### src/rtl/proc_pkg.sv
// Shared opcode constants, field positions and sequencer state type for the
// 16-bit bus processor program feeder.
package proc_pkg;

  localparam int OPC_HI = 15;
  localparam int OPC_LO = 13;

  localparam logic [2:0] OP_MV   = 3'b000;
  localparam logic [2:0] OP_MVI  = 3'b001;
  localparam logic [2:0] OP_ADD  = 3'b010;
  localparam logic [2:0] OP_SUB  = 3'b011;
  localparam logic [2:0] OP_HALT = 3'b111;

  typedef enum logic [2:0] {
    S_IDLE,
    S_ISSUE,
    S_IMM,
    S_WAIT_DONE,
    S_ADVANCE,
    S_HALTED
  } seq_state_t;

endpackage

### src/rtl/prog_ram.sv
// Program RAM: synchronous write, two combinational read ports (current
// instruction and the word after it for mvi immediates).
module prog_ram #(
  parameter int unsigned ADDR_W = 5,
  parameter int unsigned DATA_W = 16
) (
  input  logic              clk,
  input  logic              we,
  input  logic [ADDR_W-1:0] waddr,
  input  logic [DATA_W-1:0] wdata,
  input  logic [ADDR_W-1:0] raddr0,
  input  logic [ADDR_W-1:0] raddr1,
  output logic [DATA_W-1:0] rdata0,
  output logic [DATA_W-1:0] rdata1
);

  logic [DATA_W-1:0] mem_q [2**ADDR_W];

  always_ff @(posedge clk) begin
    if (we) mem_q[waddr] <= wdata;
  end

  assign rdata0 = mem_q[raddr0];
  assign rdata1 = mem_q[raddr1];

endmodule

### src/rtl/proc_sequencer.sv
// Program feeder and run controller: issues RAM words to the processor with a
// Run pulse, supplies mvi immediates, waits for Done and advances the pc.
module proc_sequencer
  import proc_pkg::*;
#(
  parameter int unsigned ADDR_W  = 5,
  parameter int unsigned DATA_W  = 16,
  parameter int unsigned TIMEOUT = 15
) (
  input  logic              Clock,
  input  logic              Reset,
  input  logic              load_en,
  input  logic [ADDR_W-1:0] load_addr,
  input  logic [DATA_W-1:0] load_data,
  input  logic              Start,
  output logic [DATA_W-1:0] DIN,
  output logic              Run,
  input  logic              Done,
  output logic [ADDR_W-1:0] pc,
  output logic              Busy,
  output logic              Halted,
  output logic              Error
);

  localparam int unsigned CNT_W = $clog2(TIMEOUT + 1);

  seq_state_t        state_q, state_d;
  logic [ADDR_W-1:0] pc_q, pc_d;
  logic [DATA_W-1:0] din_q, din_d;
  logic [CNT_W-1:0]  cnt_q, cnt_d;
  logic              mvi_q, mvi_d;
  logic              busy_q, busy_d;
  logic              halted_q, halted_d;
  logic              error_q, error_d;

  logic [ADDR_W-1:0] pc_nxt;
  logic [DATA_W-1:0] rd_cur, rd_nxt;
  logic [2:0]        opc;

  assign pc_nxt = pc_q + 1'b1;

  prog_ram #(
    .ADDR_W(ADDR_W),
    .DATA_W(DATA_W)
  ) u_ram (
    .clk   (Clock),
    .we    (load_en & ~busy_q),
    .waddr (load_addr),
    .wdata (load_data),
    .raddr0(pc_q),
    .raddr1(pc_nxt),
    .rdata0(rd_cur),
    .rdata1(rd_nxt)
  );

  assign opc = rd_cur[OPC_HI:OPC_LO];

  always_comb begin
    state_d = state_q;
    pc_d    = pc_q;
    din_d   = din_q;
    cnt_d   = '0;
    mvi_d   = mvi_q;
    error_d = error_q;
    unique case (state_q)
      S_IDLE, S_HALTED: begin
        if (Start) begin
          pc_d    = '0;
          error_d = 1'b0;
          state_d = S_ISSUE;
        end
      end
      S_ISSUE: begin
        din_d = rd_cur;
        mvi_d = (opc == OP_MVI);
        if (opc == OP_HALT)     state_d = S_HALTED;
        else if (opc == OP_MVI) state_d = S_IMM;
        else                    state_d = S_WAIT_DONE;
      end
      S_IMM: begin
        din_d   = rd_nxt;
        state_d = S_WAIT_DONE;
      end
      S_WAIT_DONE: begin
        cnt_d = cnt_q + 1'b1;
        // Done wins over a timeout landing in the same cycle.
        if (Done) begin
          state_d = S_ADVANCE;
        end else if (cnt_q == CNT_W'(TIMEOUT - 1)) begin
          error_d = 1'b1;
          state_d = S_HALTED;
        end
      end
      S_ADVANCE: begin
        pc_d    = mvi_q ? pc_q + ADDR_W'(2) : pc_nxt;
        state_d = S_ISSUE;
      end
      default: state_d = S_IDLE;
    endcase
    busy_d   = (state_d inside {S_ISSUE, S_IMM, S_WAIT_DONE});
    halted_d = (state_d == S_HALTED);
  end

  always_ff @(posedge Clock or posedge Reset) begin
    if (Reset) begin
      state_q  <= S_IDLE;
      pc_q     <= '0;
      din_q    <= '0;
      cnt_q    <= '0;
      mvi_q    <= 1'b0;
      busy_q   <= 1'b0;
      halted_q <= 1'b0;
      error_q  <= 1'b0;
    end else begin
      state_q  <= state_d;
      pc_q     <= pc_d;
      din_q    <= din_d;
      cnt_q    <= cnt_d;
      mvi_q    <= mvi_d;
      busy_q   <= busy_d;
      halted_q <= halted_d;
      error_q  <= error_d;
    end
  end

  // Issue words come straight from RAM so a halt word can suppress Run in
  // its own cycle; din_q holds the last issued word between issues.
  assign Run    = (state_q == S_ISSUE) && (opc != OP_HALT);
  assign DIN    = (state_q == S_ISSUE) ? rd_cur :
                  (state_q == S_IMM)   ? rd_nxt : din_q;
  assign pc     = pc_q;
  assign Busy   = busy_q;
  assign Halted = halted_q;
  assign Error  = error_q;

endmodule

### config.mk
export PLATFORM = sky130hd
export DESIGN_NAME = proc_sequencer
export DESIGN_NICKNAME = d
export VERILOG_FILES = /design/src/rtl/proc_pkg.sv /design/src/rtl/prog_ram.sv /design/src/rtl/proc_sequencer.sv
export SDC_FILE = /design/constraint.sdc
export NUM_CORES = 1
export LEC_CHECK = 0
export BUFFER_PORTS_ARGS = -buffer_cell sky130_fd_sc_hd__buf_2
export CAP_MARGIN = 20
export CELL_PAD_IN_SITES_DETAIL_PLACEMENT = 1
export CELL_PAD_IN_SITES_GLOBAL_PLACEMENT = 1
export CORE_UTILIZATION = 30
export DETAILED_ROUTE_END_ITERATION = 8
export GPL_ROUTABILITY_DRIVEN = 1
export PLACE_DENSITY_LB_ADDON = 0.1
export SYNTH_ARGS = -nofsm -noshare
export SYNTH_HDL_FRONTEND = slang
export SYNTH_SLANG_ARGS = --single-unit
### constraint.sdc
create_clock -name Clock -period 3.35 [get_ports Clock]
set_input_delay 0.335 -clock Clock [delete_from_list [all_inputs] [get_ports Clock]]
set_output_delay 0.335 -clock Clock [all_outputs]
set_load 0.01 [all_outputs]
# After elaboration in Yosys (flattened, before gate mapping)
# Memory sizes are Yosys's and may differ from the RTL's.
# Index checks and enable logic that the tools add are counted.
# word_totals
input_bits	26
reg_bits	32
word_cells	58
output_inout_bits	25
n_memories	1
ramBits	512
# classes
eq_ne	16
bitwise	2
n_addsub	3
reduce_logical	9
n_mux	19
# memory_table
memory	depth	word_bits	read_ports	rd_clocked_by_memory_dff	write_ports	line_no	source
u_ram.mem_q	32	16	2	0	1	prog_ram.sv:17	logic [DATA_W-1:0] mem_q [2**ADDR_W];
# op_table
op	n
16-bit two-way mux	2
16-bit one-hot mux with 2 select lines	1
3-bit one-hot mux with 5 select lines	1
3-bit by 2-bit == test with 1-bit output (second input constant)	4
3-bit == test (second input constant)	4
3-bit two-way mux	4
5-bit two-way mux	2
5-bit one-hot mux with 2 select lines	1
3-bit by 1-bit == test with 1-bit output (second input constant)	3
1-bit two-way mux	6
2-bit != test (second input constant)	3
2-bit nonzero test	3
5-bit by 1-bit adder with 5-bit output (second input constant)	1
5-bit by 2-bit adder with 5-bit output (second input constant)	1
4-bit by 1-bit adder with 4-bit output (second input constant)	1
4-bit == test (second input constant)	1
4-bit two-way mux	1
4-bit AND reduction	1
3-bit logical NOT	1
3-bit != test (second input constant)	1
3-bit nonzero test	1
1-bit one-hot mux with 2 select lines	1
2-bit AND reduction	1
2-bit OR reduction	1
other kinds (3)	3

# Depth between registers and ports, before layout
# Gate-level depths: netlist (run 1).
# An unclocked memory read counts as a cell.
# depth
word_depth	7
ltp_mapped	11
ltp_nobuf	7

# By module
# From an unflattened synthesis (run 1), not the netlist that was laid out.
# hier_totals
hier_cells	1876
area_unflattened_um2	26446.6
# modules_own_cells
module	area_per_inst_um2	seq_area_each_um2	cells_per_inst	n_inst
prog_ram	24796.3	15374.7	1696	1
proc_sequencer	1650.3	800.8	180	1

# Worst setup path after synthesis (run 1)
# OpenSTA, ideal clock, no wires.
# synth_path
path_kind	flip-flop to output port
from	reg pc_q[1] (netlist: pc[1])
to	out DIN[11]
arrival_ns	2.473
slack_ns	0.542
required_time_ns	3.015
path_stages_with_launch	10
n_path_buf	3
cell_sequence	dfrtp_1 > ha_1 > buf_4 > buf_2 > clkbuf_1 > mux4_2 > mux2i_1 > nand2_1 > a32oi_1 > o31ai_1
# synth_via
elab_chain_cells	4
# synth_lines
element	line_no	source
start: declaration	proc_sequencer.sv:28	logic [ADDR_W-1:0] pc_q, pc_d;
start signal: assignment	proc_sequencer.sv:116	pc_q <= pc_d;
5-bit by 1-bit adder with 5-bit output	proc_sequencer.sv:40	assign pc_nxt = pc_q + 1'b1;
memory read 32 x 16 bit (*)	n/a	
16-bit two-way mux	proc_sequencer.sv:130	(state_q == S_IMM) ? rd_nxt : din_q;
16-bit two-way mux (*)	proc_sequencer.sv:129	assign DIN = (state_q == S_ISSUE) ? rd_cur :
end: declaration	proc_sequencer.sv:16	output logic [DATA_W-1:0] DIN,
# Every way passes the cells marked *; elsewhere a longest branch is shown, timed or not.

# Final worst setup path (run 1)
# layout_path
from	reg pc_q[1] (netlist: pc[1])
to	out DIN[8]
# The elaborated chain is that of the path after synthesis.

==> metrics, run 1 <==
top-level port count=51; number of diodes=0; placer congestion estimate=0.7791; Post-Syn Nets=1,467; period utilisation layout=1.057; Post-Place Setup Slack=0.1269 ns; FP Rows=107; TritonCTS clock tree=yes; Synth cell types=66; DIE HEIGHT=296.0 um; CP Max Fanout=9; grt total ovfl=0; failing checks=negative setup slack; critical path's largest stage delay=0.53 ns; crit end category=output pin; Leak=0.01051 uW; r2r setup slk=0.58 ns; crit path time final=3.540 ns; Remaining DRCs=0; area delta synth->final=25.72%; Die Width=296.0 um; HPWL Detailed=57,390 um; CTS sink count=544; Setup CP Type=reg -> out; max cap viols=0; Synth area leaders=edfxtp_1 (59%), mux4_2 (19%), mux2i_1 (3.9%); WHS Endpoint=state_q[1]$_DFF_PP0_; Worst setup SP type=flop; first drt pass iteration count=5; H-tree depth=3; Seq/Total Area, Yosys=0.6239; placed cells=2,654; Slew Limit Fails=0; Die Area=87,600 sq um; final core area utilization=0.3816; DR vias/cell=5.505; CP required=3.01 ns; TritonCTS buffer count=69; commonest cells after routing, fill and taps aside=edfxtp_1 (512), mux4_2 (222), buf_4 (129); fill cell count=8,409; Slew @ Worst Pin=1.035 ns; worst r2r src=pc[0]$_DFFE_PP0P_; Overall Global Routing Usage=0.2184; Post-Syn Area per Cell=18.04 sq um; Synth Register Bits=544; port bufs=50; clock skew=0.02050 ns; worst rel slew slack=0.3097; slowest stage cell, crit path=dfrtp_4; 1st-iter DRT viols=1,412; # setup viols final=17; post-route ant nets=0; RSZ-0062 raised after global routing=yes; clock root cell=clkbuf_16; worst r2r dst=mvi_q$_DFFE_PP0P_; Final Power=27,500 uW; top_reg_cell synth=edfxtp_1; Clock transition at path regs=0.06 ns; number of synthesized flops with an enable pin=512; WL/cell=33.83 um; most frequent CP cell=buf_6; initial antenna violation count=1; most common cell after layout, fill and taps aside=edfxtp_1; initial core utilization=0.3035; Hold Crit Class=in -> reg; fin cells=2,869; outcome=finished, violations left; vias post-DR=15,800; layout cells sized above 1=0.4342; Min-Delay Startpoint=Done; setup ws final=-0.1897 ns; CP arrival=3.20 ns; Net count, final=1,701; CTS Buffer Depth=3; first-pass GRT wire length=131,700 um; post-synth top area share=0.5931; hold path depth=4; Max Clk Rate=282.5 MHz; maximum vdd drop=0.0003627 V; post-synth top area cell=edfxtp_1; R2R depth=9; Synth async-reset ratio=0.05882; vias in the first global route=16,530; total routed wirelength=97,060 um; TNS Setup=-2.263 ns; Syn Inst Count=1,437; Power Dens Cells=843.7 nW/um^2; pin count of the biggest net entering global routing=38; clk_lat worst skew=0.61 ns; Critical Path, Cell by Cell=ha_4 -> buf_6 -> buf_16 -> buf_6 -> mux4_2 -> mux2i_1 -> nand2_1 -> a32oi_2 -> o31ai_4 -> buf_2; Syn Std Cell Area=25,920 sq um; Core Region=85,410 sq um; Syn. warnings=0; Hold Vio Cnt, Final=0
==> worst max-delay path, delay by kind of cell, from the launching register on <==
family,cells,cell delay [ns]
mux,2,0.51
flops,1,0.53
simple gates,1,0.09
buf+inv,4,0.64
fa+ha+maj,1,0.35
compound gates,2,0.45
==> through the flow <==
| stage | hold slack, ns | area, sq um |
|---|---|---|
| after detailed placement | 0.4835 | 28250 |
| after floorplan | 0.4339 | 25920 |
| after global placement | 0.4698 | 28250 |
| after global routing | 0.09844 | 32590 |
| after CTS | 0.05099 | 31860 |
| final | 0.08735 | 32590 |
==> area by class of cell <==
cell class | count | area, sq um | area share
Inverter | 6 | 22.52 | 0.0006910
Timing Repair Buffer | 267 | 3094 | 0.09494
Clock inverter | 41 | 310.3 | 0.009521
Sequential cell | 544 | 16190 | 0.4966
Tap cell | 1144 | 1431 | 0.04392
Multi-Input combinational cell | 783 | 9713 | 0.2980
Clock buffer | 84 | 1836 | 0.05632
==> cell families (layout without fill, tap and decap cells) <==
group                    count (synthesis)  count (layout)  share of synthesized area
flip-flops                             544             544                     0.6239
multiplexers                           329             329                     0.2375
adder cells (fa/ha/maj)                  4               4                   0.001931
buffers and inverters                  110             398                    0.03007
XOR/XNOR                                 8               8                   0.003717
AO/OA/AOI/OAI                          212             212                    0.06376
AND/OR/NAND/NOR                        230             230                    0.03909
==> registers in the layout, summed over array words and instances (netlist names) <==
signal	flops
cnt_q	4
pc	5
state_q	3
Halted	1
din_q	16
Error	1
mvi_q	1
Busy	1
u_ram.mem_q	512
==> cell usage after synthesis (11+ instances only) <==
cell type	number
nand3_1	11
mux2i_1	101
buf_4	23
clkbuf_1	23
nor2_1	75
o22ai_1	29
buf_6	18
a2111oi_2	12
o31ai_1	22
nand2_1	103
mux4_2	217
a21oi_1	53
edfxtp_1	512
dfrtp_1	32
o21ai_0	15
buf_2	26
and2_1	14
==> layer usage <==
layer,share of wire,track usage,up-vias
met3,0.046,0.02751,107
met4,0.022,0.05808,0
met2,0.48,0.3581,452
met1,0.45,0.3059,8712
li1,-,-,6524
met5,0,0,-
==> how the worst max path moves through the flow <==
stage / start / endpoint / slack [ns] / cells after the start
floorplan: pc[1]$_DFFE_PP0P_ / DIN[11] / 0.54 / 9
CTS: pc[1]$_DFFE_PP0P_ / DIN[8] / -0.25 / 11
finish: pc[1]$_DFFE_PP0P_ / DIN[8] / -0.19 / 10
global placement: pc[1]$_DFFE_PP0P_ / DIN[9] / 0.15 / 9
global route: pc[1]$_DFFE_PP0P_ / DIN[1] / -0.28 / 11
detailed placement: pc[1]$_DFFE_PP0P_ / DIN[14] / 0.13 / 8
==> power by group <==
| group | internal [uW] | total, uW | switching, uW | leakage (uW) |
|---|---|---|---|---|
| logic | 6310 | 12500 | 6210 | 0.00445 |
| registers | 7680 | 7830 | 153 | 0.00499 |
| clock network | 4210 | 7150 | 2940 | 0.00106 |
| total | 18200 | 27500 | 9310 | 0.0105 |
==> timing repair <==
| item | 4_1_cts | 5_1_grt |
|---|---|---|
| gates resized for setup | 114 | 71 |
| hold endpoints to repair | 9 | 0 |
| pin swaps | 24 | 25 |
| setup buffers | 42 | 24 |
| hold buffers | 1 | 0 |
| cloned | 15 | 11 |
| endpoints found under the setup margin | 17 | 17 |
(Power assumes the default switching activity.)
==> inputs of run 2 (changes only) <==
BUFFER_PORTS_ARGS = -buffer_cell sky130_fd_sc_hd__buf_4   (was -buffer_cell sky130_fd_sc_hd__buf_2)
==> run 2 against run 1 <==
Net effect: the flow still finishes with violations (negative setup slack); first-iteration DRC count shrank 5.8%; clock-buffer cell count grew 4; critical path depth grew 2; worst setup slack gained 0.0036 ns; non-clock buffer count grew 46; power shrank 0.38%; flip-flop and latch count is the same; register-to-register slack lost 0.71 ns; clock skew grew 0.0035 ns; die area is the same; global-route usage grew 0.72 points.
==> metrics, run 2 (synthesis results as in run 1) <==
area delta synth->final=27.65%; max cap viols=0; pin count of the biggest net entering global routing=33; crit path time final=3.536 ns; 1st-iter DRT viols=1,330; Slew Limit Fails=0; outcome=finished, violations left; Max Clk Rate=282.8 MHz; CP arrival=3.20 ns; clk_lat worst skew=0.60 ns; initial antenna violation count=1; NetSw=9076 uW; vias post-DR=16,020; total routed wirelength=98,280 um; first drt pass iteration count=5; initial core utilization=0.3035; Overall Global Routing Usage=0.2257; Design Area, Final=33,090 sq um; register share of total power=0.286; vias in the first global route=16,800; top-level port count=51; Remaining DRCs=0; Pint=18,320 uW; commonest cells after routing, fill and taps aside=edfxtp_1 (512), mux4_2 (219), buf_4 (219); RSZ-0062 raised after global routing=yes; # setup viols final=18; crit end category=output pin; TritonCTS buffer count=67; Setup CP Type=reg -> out; Combinational Power Share=0.457; DIE HEIGHT=296.0 um; CP Max Fanout=6; Clock Power Share=0.257; Die Width=296.0 um; placer congestion estimate=0.7774; CTS Buffer Depth=3; WL/cell=33.81 um; area post-placement=28,410 sq um; Worst setup SP type=flop; Power Dens Cells=827.8 nW/um^2; fill cell count=8,401; Core Region=85,410 sq um; max reg flops=512; Hold Vio Cnt, Final=0; HPWL Detailed=57,450 um; worst rel slew slack=0.4484; most common cell after layout, fill and taps aside=edfxtp_1; TritonCTS clock tree=yes; layout cells sized above 1=0.4555; clock skew=0.02395 ns; DR vias/cell=5.511; CTS sink count=544; grt total ovfl=0; TNS Setup=-1.972 ns; Hold Crit Class=in -> reg; number of diodes=0; footprint of the multi-input gates=9832 sq um; Net count, final=1,745; failing checks=negative setup slack; setup ws final=-0.1861 ns; FP Rows=107; post-route ant nets=0; Slew @ Worst Pin=0.8274 ns; CP required=3.01 ns; register area=16,190 sq um; Switching Fraction=0.3313; Leak=0.01071 uW; first-pass GRT wire length=135,900 um; Clock transition at path regs=0.06 ns; clock root cell=clkbuf_16; Die Area=87,600 sq um; port bufs=50; H-tree depth=3; period utilisation layout=1.056; largest reg by FF count=u_ram.mem_q; maximum vdd drop=0.0003645 V
==> run 2: power by group through the flow <==
stage / logic, uW / clock network (uW) / registers, uW
6_report: 12500 / 7040 / 7850
5_1_grt: 13200 / 7430 / 7870
4_1_cts: 12000 / 7200 / 7850
3_5_place_dp: 9230 / 0 / 7990
3_3_place_gp: 9230 / 0 / 7980
2_1_floorplan: 6180 / 0 / 7900
==> run 2: what timing repair did <==
action / 4_1_cts / 5_1_grt
endpoints found under the setup margin: 17 / 18
pin swaps: 34 / 42
endpoints found under the hold margin: 0 / 32
gates cloned: 18 / 6
hold buffers: 0 / 1
setup buffers: 71 / 44
resized for setup: 142 / 92
==> run 2: through the flow <==
| step | std cells | hold slack [ns] | power [uW] | setup slack [ns] | utilization |
|---|---|---|---|---|---|
| after floorplan | 1437 | 0.4339 | 14080 | 0.5423 | - |
| after global placement | 2661 | 0.4724 | 17210 | 0.008007 | 0.3326 |
| after detailed placement | 2661 | 0.4773 | 17220 | -0.004388 | 0.3326 |
| after CTS | 2864 | 0.03339 | 27060 | -0.2297 | 0.3784 |
| after global routing | 2907 | 0.1121 | 28510 | -0.2984 | 0.3874 |
| final | 2907 | 0.09325 | 27400 | -0.1861 | 0.3874 |
==> run 2: layer usage <==
layer / vias up / global-route usage / wire length, um
met5: - / 0 / 0
met4: 0 / 0.06085 / 2396
met3: 116 / 0.03335 / 4347
met2: 427 / 0.3771 / 48210
met1: 8868 / 0.3062 / 43330
li1: 6609 / - / -
==> run 2: critical path, cell delays in order (launching register included) <==
cell,delay [ns]
dfrtp_4,0.54
ha_4,0.28
buf_12,0.15
buf_4,0.15
buf_16,0.13
buf_4,0.14
mux4_2,0.28
and2_4,0.17
a211oi_2,0.17
a21oi_2,0.07
a32oi_2,0.23
o31ai_2,0.12
buf_4,0.16
==> run 2: cell type report <==
| class | instances | share of cell area |
|---|---|---|
| clock buffer | 88 | 0.05554 |
| clock inverter | 29 | 0.007335 |
| inverter | 6 | 0.0007940 |
| multi-input combinational | 783 | 0.2971 |
| sequential | 544 | 0.4891 |
| tap | 1144 | 0.04325 |
| timing repair buffer | 313 | 0.1069 |
==> run 2: path summary, 6_finish.rpt <==
| path | cells past startpoint | startpoint | slack (ns) | endpoint |
|---|---|---|---|---|
| setup / recovery | 12 | pc[0]$_DFFE_PP0P_ | -0.19 | DIN[11] |
| hold reg to reg | 1 | cnt_q[0]$_DFF_PP0_ | 0.49 | cnt_q[0]$_DFF_PP0_ |
| min in group asynchronous | 3 | Reset | 0.23 | cnt_q[2]$_DFF_PP0_ |
| max in group asynchronous | 4 | Reset | 2.62 | pc[0]$_DFFE_PP0P_ |
| hold / removal | 4 | Done | 0.09 | state_q[1]$_DFF_PP0_ |
| setup reg to reg | 21 | pc[0]$_DFFE_PP0P_ | -0.13 | din_q[11]$_DFFE_PP0P_ |
==> inputs of run 3 (changes only) <==
CORE_ASPECT_RATIO = 1.4   (was unset)
==> run 3 against run 2 <==
Net effect: the flow still finishes with violations (negative setup slack); clock skew is 0.0016 ns lower; clock power down 6.7%; combinational power down 6%; via count is 1.4% lower; sequential power is essentially flat; fmax shrank 1.6%; worst hold slack worse by 0.0049 ns; first-iteration DRC count fell by 19%; non-clock buffer count down 38; sequential share of layout area up 1.4 points; core utilization shrank 1.2 points; worst setup slack got worse by 0.058 ns; critical path type unchanged; critical endpoint is now DIN[1]; largest power group unchanged; highest routed layer unchanged.
==> metrics, run 3 (synthesis results as in run 1) <==
Slew @ Worst Pin=0.9745 ns; period utilisation layout=1.073; HPWL Detailed=62,230 um; port bufs=50; worst rel slew slack=0.3497; CP required=3.01 ns; Slew Limit Fails=0; vias post-DR=15,790; first drt pass iteration count=5; Core Region=85,650 sq um; Leak=0.01040 uW; commonest cells after routing, fill and taps aside=edfxtp_1 (512), mux4_2 (218), buf_4 (188); TritonCTS buffer count=58; DIE HEIGHT=349.8 um; Setup CP Type=reg -> out; crit path time final=3.594 ns; CTS Buffer Depth=3; delay-heaviest family, CP=buffers and inverters; failing checks=negative setup slack; clock root cell=clkbuf_16; largest reg by FF count=u_ram.mem_q; top-level port count=51; vias in the first global route=16,900; 1st-iter DRT viols=1,074; Worst Path Buf+Inv=5; CTS sink count=544; Max Clk Rate=278.2 MHz; grt total ovfl=0; CP arrival=3.26 ns; placer congestion estimate=0.8073; Critical Path, Cell by Cell=ha_4 -> buf_6 -> buf_12 -> buf_16 -> buf_12 -> mux4_2 -> mux2i_1 -> nand2_1 -> a32oi_2 -> o31ai_4 -> buf_6; clk_lat worst skew=0.64 ns; Remaining DRCs=0; most common cell after layout, fill and taps aside=edfxtp_1; post-route ant nets=0; pin count of the biggest net entering global routing=38; Power Dens Cells=815.2 nW/um^2; outcome=finished, violations left; Post-Place Setup Slack=-0.2541 ns; WL/cell=35.16 um; max cap viols=0; slowest stage cell, crit path=dfrtp_4; Final Power=26,240 uW; Worst setup SP type=flop; FP Rows=127; layout cells sized above 1=0.4242; TritonCTS clock tree=yes; Die Area=87,610 sq um; Net count, final=1,698; CP Max Fanout=7; DR vias/cell=5.617; Overall Global Routing Usage=0.2266; # setup viols final=17; H-tree depth=2; Hold Crit Class=in -> reg; initial antenna violation count=1; crit end category=output pin; area delta synth->final=24.16%; total routed wirelength=98,840 um; initial core utilization=0.3027; Clock transition at path regs=0.06 ns; RSZ-0062 raised after global routing=yes; fill cell count=8,369; Die Width=250.4 um; critical path's largest stage delay=0.54 ns; clock skew=0.02239 ns; first-pass GRT wire length=136,900 um; setup ws final=-0.2444 ns; Hold Vio Cnt, Final=0; maximum vdd drop=0.0004657 V; max reg flops=512
[run 3: changes by cell type in the layout (fill, tap and decap cells not counted), sizes merged]
cell	previous run	this run
buf	304	267
clkbuf	93	82
clkinv	21	17
bufbuf	3	6
bufinv	4	6
clkinvlp	2	1
diode	0	1
inv	8	7
[run 3: cell type report]
| cell class | count | area [sq um] | share of cell area |
|---|---|---|---|
| antenna | 1 | 2.502 | 0.00007774 |
| clock inverter | 25 | 269.0 | 0.008357 |
| timing repair buffer | 275 | 3074 | 0.09551 |
| tap | 1096 | 1371 | 0.04260 |
| clock buffer | 81 | 1622 | 0.05038 |
| multi-input combinational | 783 | 9641 | 0.2995 |
| inverter | 6 | 22.52 | 0.0006997 |
| sequential | 544 | 16190 | 0.5029 |
[run 3: where the power goes]
group          internal, uW  switching (uW)
logic                  6010            5810
clock network          3810            2760
registers              7670             172
total                 17500            8750
[run 3: what timing repair did]
item                                    CTS  global route
pin swaps                                27            25
hold endpoints to repair                 22             0
gates cloned                             12             1
hold buffers                              1             0
resized for setup                       141            52
setup buffers                            45            19
endpoints found under the setup margin   17            17
[run 3: metrics by stage]
step	utilization	setup TNS [ns]	std cells	cell area, sq um	hold WS (ns)
6_report	0.3758	-2.773	2811	32190	0.08840
5_1_grt	0.3758	-4.657	2811	32190	0.1008
4_1_cts	0.3722	-4.261	2793	31880	0.06913
3_5_place_dp	0.3323	-0.3444	2633	28460	0.4828
3_3_place_gp	0.3323	-0.3158	2633	28460	0.4669
2_1_floorplan	-	0	1437	25920	0.4339
[run 3: final timing paths]
check,start,endpoint,slack [ns],cells after the start
min in group asynchronous,Reset,Busy$_DFF_PP0_,0.36,3
max in group asynchronous,Reset,din_q[4]$_DFFE_PP0P_,2.21,4
min reg2reg,din_q[13]$_DFFE_PP0P_,din_q[13]$_DFFE_PP0P_,0.49,1
max,pc[0]$_DFFE_PP0P_,DIN[1],-0.24,11
min,Done,state_q[1]$_DFF_PP0_,0.09,4
max reg2reg,pc[0]$_DFFE_PP0P_,din_q[1]$_DFFE_PP0P_,0.65,11
[run 3: layer usage]
metal | share of wire | global-route usage
met5 | 0 | 0
met4 | 0.039 | 0.08702
met3 | 0.037 | 0.02804
met2 | 0.52 | 0.4050
met1 | 0.40 | 0.2780
[run 3: worst reg2reg max path, delay by kind of cell (launching register included)]
kind / cells / cell delay, ns
buffers and inverters: 5 / 0.70
muxes: 2 / 0.47
adders and majority gates: 1 / 0.35
DFF: 1 / 0.54
AOI/OAI and AO/OA: 2 / 0.38
and+or+nand+nor: 1 / 0.11
